**src/rtl/counter_burst_arbiter.sv**
```systemverilog
// rtl/counter_burst_arbiter.sv - round-robin burst scheduler sharing one saturating up/down counter
//
// Purpose:
//   Grants one of NREQ requesters at a time a counting burst of req_len steps on an
//   external up/down counter. Bursts stop at 0 / all-ones instead of wrapping. A clear
//   command is served ahead of any pending burst request.
//
// Ports:
//   clk       in   clock, all logic on posedge
//   rst       in   synchronous active-high reset
//   req       in   [NREQ]        level burst request per requester
//   req_up    in   [NREQ]        direction per requester (1 = up, 0 = down)
//   req_len   in   [NREQ*LEN_W]  burst length per requester, slice i = [i*LEN_W +: LEN_W]
//   clr_req   in   request to zero the counter
//   cnt_val   in   [WIDTH]       current counter value
//   cnt_mode  out  counter direction (holds last burst direction when idle)
//   cnt_en    out  counter step enable
//   cnt_rst   out  counter synchronous clear
//   gnt       out  [NREQ]        one-hot grant, high for the whole burst
//   done      out  [NREQ]        one-cycle completion pulse to the granted requester
//   done_sat  out  valid with done: burst stopped early on a boundary
//   clr_ack   out  one-cycle pulse, counter cleared on this edge
//   busy      out  scheduler not idle

module counter_burst_arbiter #(
    parameter int WIDTH = 10,
    parameter int NREQ  = 2,
    parameter int LEN_W = 4
) (
    input  logic                    clk,
    input  logic                    rst,
    input  logic [NREQ-1:0]         req,
    input  logic [NREQ-1:0]         req_up,
    input  logic [NREQ*LEN_W-1:0]   req_len,
    input  logic                    clr_req,
    input  logic [WIDTH-1:0]        cnt_val,
    output logic                    cnt_mode,
    output logic                    cnt_en,
    output logic                    cnt_rst,
    output logic [NREQ-1:0]         gnt,
    output logic [NREQ-1:0]         done,
    output logic                    done_sat,
    output logic                    clr_ack,
    output logic                    busy
);

    localparam int IDX_W = (NREQ > 1) ? $clog2(NREQ) : 1;

    typedef enum logic [1:0] {
        S_IDLE = 2'd0,
        S_CLR  = 2'd1,
        S_RUN  = 2'd2,
        S_DONE = 2'd3
    } state_t;

    state_t             state;
    state_t             state_nxt;
    logic [IDX_W-1:0]   rr_ptr;
    logic [IDX_W-1:0]   idx;
    logic               dir;
    logic               sat;
    logic [LEN_W-1:0]   rem;

    logic               pick_valid;
    logic [IDX_W-1:0]   pick_idx;
    logic               rem_zero;
    logic               blocked;

    // (base + off) mod NREQ, with base, off < NREQ
    function automatic logic [IDX_W-1:0] rr_add(input logic [IDX_W-1:0] base,
                                                input logic [IDX_W-1:0] off);
        logic [IDX_W:0] s;
        s = {1'b0, base} + {1'b0, off};
        if (s >= (IDX_W+1)'(NREQ)) begin
            s = s - (IDX_W+1)'(NREQ);
        end
        return s[IDX_W-1:0];
    endfunction

    // Round-robin pick: scan offsets from the far end so the smallest offset
    // from rr_ptr that has a request is the one left standing.
    always_comb begin
        pick_valid = 1'b0;
        pick_idx   = rr_ptr;
        for (int k = NREQ - 1; k >= 0; k--) begin
            if (req[rr_add(rr_ptr, IDX_W'(k))]) begin
                pick_valid = 1'b1;
                pick_idx   = rr_add(rr_ptr, IDX_W'(k));
            end
        end
    end

    assign rem_zero = (rem == '0);
    // Stepping further in the current direction would wrap the counter.
    assign blocked  = dir ? (cnt_val == {WIDTH{1'b1}}) : (cnt_val == '0);

    // State register and burst context
    always_ff @(posedge clk) begin
        if (rst) begin
            state  <= S_IDLE;
            rr_ptr <= '0;
            idx    <= '0;
            dir    <= 1'b0;
            sat    <= 1'b0;
            rem    <= '0;
        end else begin
            state <= state_nxt;
            case (state)
                S_IDLE: begin
                    if (!clr_req && pick_valid) begin
                        idx <= pick_idx;
                        dir <= req_up[pick_idx];
                        rem <= req_len[int'(pick_idx)*LEN_W +: LEN_W];
                        sat <= 1'b0;
                    end
                end
                S_RUN: begin
                    if (!rem_zero && !blocked) begin
                        rem <= rem - 1'b1;
                    end else begin
                        // Leaving RUN with steps left means a boundary stopped us.
                        sat <= !rem_zero;
                    end
                end
                S_DONE: begin
                    rr_ptr <= rr_add(idx, IDX_W'(1));
                end
                default: ;
            endcase
        end
    end

    // Next-state logic
    always_comb begin
        state_nxt = state;
        case (state)
            S_IDLE: begin
                if (clr_req) begin
                    state_nxt = S_CLR;
                end else if (pick_valid) begin
                    state_nxt = S_RUN;
                end
            end
            S_CLR:  state_nxt = S_IDLE;
            S_RUN: begin
                if (rem_zero || blocked) begin
                    state_nxt = S_DONE;
                end
            end
            S_DONE: state_nxt = S_IDLE;
            default: state_nxt = S_IDLE;
        endcase
    end

    // Output logic
    always_comb begin
        gnt  = '0;
        done = '0;
        for (int i = 0; i < NREQ; i++) begin
            gnt[i]  = (state == S_RUN)  && (idx == IDX_W'(i));
            done[i] = (state == S_DONE) && (idx == IDX_W'(i));
        end
        cnt_mode = dir;
        // Gated by rst so enable and clear are never asserted together.
        cnt_en   = (state == S_RUN) && !rem_zero && !blocked && !rst;
        cnt_rst  = rst || (state == S_CLR);
        clr_ack  = (state == S_CLR);
        done_sat = (state == S_DONE) && sat;
        busy     = (state != S_IDLE);
    end

    a_en_rst_excl: assert property (@(posedge clk) !(cnt_en && cnt_rst));
    a_gnt_onehot:  assert property (@(posedge clk) $onehot0(gnt));
    a_done_onehot: assert property (@(posedge clk) $onehot0(done));

endmodule

```
**config.mk**
```make
export PLATFORM = sky130hd
export DESIGN_NAME = counter_burst_arbiter
export DESIGN_NICKNAME = d
export VERILOG_FILES = /design/src/rtl/counter_burst_arbiter.sv
export SDC_FILE = /design/constraint.sdc
export NUM_CORES = 1
export LEC_CHECK = 0
export CAP_MARGIN = 20
export CORE_ASPECT_RATIO = 1.4
export CORE_MARGIN = 2
export CORE_UTILIZATION = 35
export DETAILED_ROUTE_END_ITERATION = 10
export PLACE_DENSITY = 0.74
export SETUP_SLACK_MARGIN = 0.2
export SKIP_CTS_REPAIR_TIMING = 1
export SLEW_MARGIN = 5
export SYNTH_ARGS = -nofsm -noshare
export SYNTH_HDL_FRONTEND = slang
export SYNTH_SLANG_ARGS = --single-unit
```
**constraint.sdc**
```tcl
create_clock -name clk -period 1.5 [get_ports clk]
set_input_delay 0.225 -clock clk [delete_from_list [all_inputs] [get_ports clk]]
set_output_delay 0.225 -clock clk [all_outputs]
set_load 0.01 [all_outputs]
```
==> impl_results.md <==
- VDD IR max: 0.571 mV
- Fin Setup TNS: -0.677 ns
- First DRT Iteration DRCs: 38
- Sequential element share of the synthesized area: 0.283
- Commonest non-fill, non-tap cell in the layout: buf_4
- Layout area overhead: 125%
- Core ar.: 1930 sq um
- Synth Area in Adders: 0.0177
- P_sw: 0.375 mW
- Top_reg_cell synth: dfxtp_1
- WL per Instance: 19.8 um
- H-tree Lvls: 1
- Hold endpoint: idx
- Detailed-router iteration count before antenna repair: 4
- Mapped Cells: 92
- Gr usage total: 0.206
- I/O pin count: 35
- Crit Path Class: flop to flop
- Sw Share: 0.343
- Clk_skew: 0.00264 ns
- Tcrit/Tclk final: 1.09
- ANT nets after route: 0
- Worst EP required: 1.68 ns
- CTS tree: yes
- Relative slew slack: 0.698
- Final Hold Viols: 0
- Mapped Area: 708 sq um
- Largest net degree at the start of global routing: 9
- Filler Cell Count: 113
- Syn nets: 118
- Clk root buf: clkbuf_4
- # setup viols final: 8
- Clock sink count: 10
- Clock transition at the registers of the reported paths: 0.08 ns
- Synth Area in XOR/XNOR: 0.0247
- Most frequent cells in the layout: buf_4 (22), buf_6 (14), dlymetal6s2s_1 (13), clkdlybuf4s50_1 (12), nor2_1 (10)
- FF-to-FF End: rem[0]
- Place WS: -0.455 ns
- Proportion of power drawn by combinational gates: 0.464
- Via density: 5.91
- Clock share of power: 0.247
- Slew Limit Fails: 0
- N_diodes: 0
- Hold path startpoint: idx
- Die area: 2400 sq um
- Worst setup SP type: flop
- GRT overflow: 0
- R2R Setup Slk: -0.13 ns
- CP endpoint kind: flop
- R2R depth: 6
- Initial core utilization: 0.368
- Initial antenna violation count: 0
- Status: complete, but fails checks
- Final Total Pwr: 1.09 mW
- Largest family of logic cells by synthesized area: simple AND/OR/NAND/NOR gates
- TritonCTS buffer count: 3
- Crit Path Max Fanout: 7
- Share of cells above drive strength 1: 0.522
- Clk_lat worst skew: 0.28 ns
- Die span in x: 42.0 um
- First-pass GRT wire length: 3820 um
- Vias in the first global route: 914
- Critical path startpoint: rem[1]
- DR vias: 1,064
- Nets: 186
- Share of the synthesized area in the top cell type: 0.283
- Largest cells by area after synthesis: dfxtp_1 (28%), a211oi_1 (9.5%), nor2_1 (7.4%)
- Syn Area/Cell: 7.70 sq um
- Hold/Removal Path Class: flop to flop
- Syn. warnings: 0
- Synth cell types: 32
- Compound-Gate Fraction of Synth Area: 0.299
- RR Startpoint: rem[1]
- Critical path arrival: 1.81 ns
- FMAX: 613 MHz
- Internal power: 0.718 mW
- Post-synthesis simple-gate area fraction: 0.309
- Number of synthesized register bits: 10
- PortBufs: 34
- Async set-reset flop share out of synthesis: 0
- Final worst slack: -0.131 ns
- WHS Path Cells: 2
- Routed Wire Length: 3570 um
- Post-synth EDFFs: 0
- Max_cap viols: 0
- Area leader, netlist: dfxtp_1
- Violated checks: setup timing
- PwrDens: 687 nW/um^2
- Clock Path Buffers: 2
- Site row count: 19
- Worst-margin pin slew: 0.446 ns
- Die Span Y: 57.2 um
- Reg power frac: 0.289
- RSZ-0062 raised after global routing: yes
- GPL Wtd Cong: 0.736
- Detailed placement HPWL: 1880 um
- Leak: 0.774 nW
- Tmin final: 1.63 ns
- DRC Markers: 0
- Mux share of post-synthesis cell area: 0.0141
[sequential cells by signal (all words and copies together) (netlist names)]
register  cells
rem           4
state         2
cnt_mode      1
idx           1
rr_ptr        1
sat           1
[final cells by class]
type,count,area (sq um),area share
timing repair buffer,65,626,0.393
multi-input combinational,72,657,0.413
sequential,10,210,0.132
clock buffer,4,36.3,0.0228
tap,21,26.3,0.0165
inverter,8,35.0,0.0220
[layer usage]
layer / vias up / wire (um) / GRT usage / share of wire
met2: 50 / 2040 / 0.382 / 0.57
met4: 0 / 126 / 0.0938 / 0.035
met5: - / 0 / 0 / 0
met1: 516 / 1230 / 0.226 / 0.34
met3: 14 / 174 / 0.0316 / 0.049
li1: 484 / - / - / -
[cells by family (layout without fill, tap and decap cells)]
kind of cell / after synthesis / count (layout)
adders and majority gates: 1 / 1
xor gates and xnor gates: 2 / 2
and+or+nand+nor: 41 / 41
DFF: 10 / 10
muxes: 1 / 1
AOI/OAI and AO/OA: 27 / 27
buffers and inverters: 10 / 77
[worst max-delay path, stage by stage (launching register included)]
cell     delay (ns)
dfxtp_2        0.34
inv_2          0.05
ha_4           0.15
a21o_4         0.21
buf_6          0.13
o31a_1         0.39
o41ai_2        0.24
[stage by stage]
step | util | cells | hold slack [ns] | instance area (sq um)
2_1_floorplan | - | 92 | 0.319 | 743
3_3_place_gp | 0.654 | 166 | 0.472 | 1260
3_5_place_dp | 0.654 | 166 | 0.485 | 1260
4_1_cts | 0.673 | 170 | 0.494 | 1290
5_1_grt | 0.826 | 180 | 0.534 | 1590
6_report | 0.826 | 180 | 0.522 | 1590
[power by group through the flow]
stage               logic (mW)  registers (mW)  clock network, mW
finish                   0.507           0.316              0.270
CTS                      0.378           0.310              0.258
detailed placement       0.374           0.316                  0
global placement         0.366           0.315                  0
global route             0.536           0.318              0.287
floorplan                0.164           0.320                  0
[cell usage after synthesis (2+ instances only)]
cell	instances
inv_1	8
a211oi_1	9
nor2_1	14
a21o_1	2
nor4_1	4
dfxtp_1	10
a21oi_1	3
clkbuf_1	2
xor2_1	2
o311ai_0	4
nor3_1	4
nand4_1	2
nor2b_1	4
nand2_1	3
or2_1	2
o41ai_1	3
[how the worst max path moves through the flow]
stage	to	slack [ns]	cells past startpoint
final	rem[0]	-0.13	6
after global routing	rem[0]	-0.19	6
after CTS	cnt_en	-0.59	5
after detailed placement	rem[0]	-0.45	6
after global placement	cnt_en	-0.40	5
after floorplan	rem[0]	0.08	5
No activity file was read; power rests on OpenSTA's default activity.
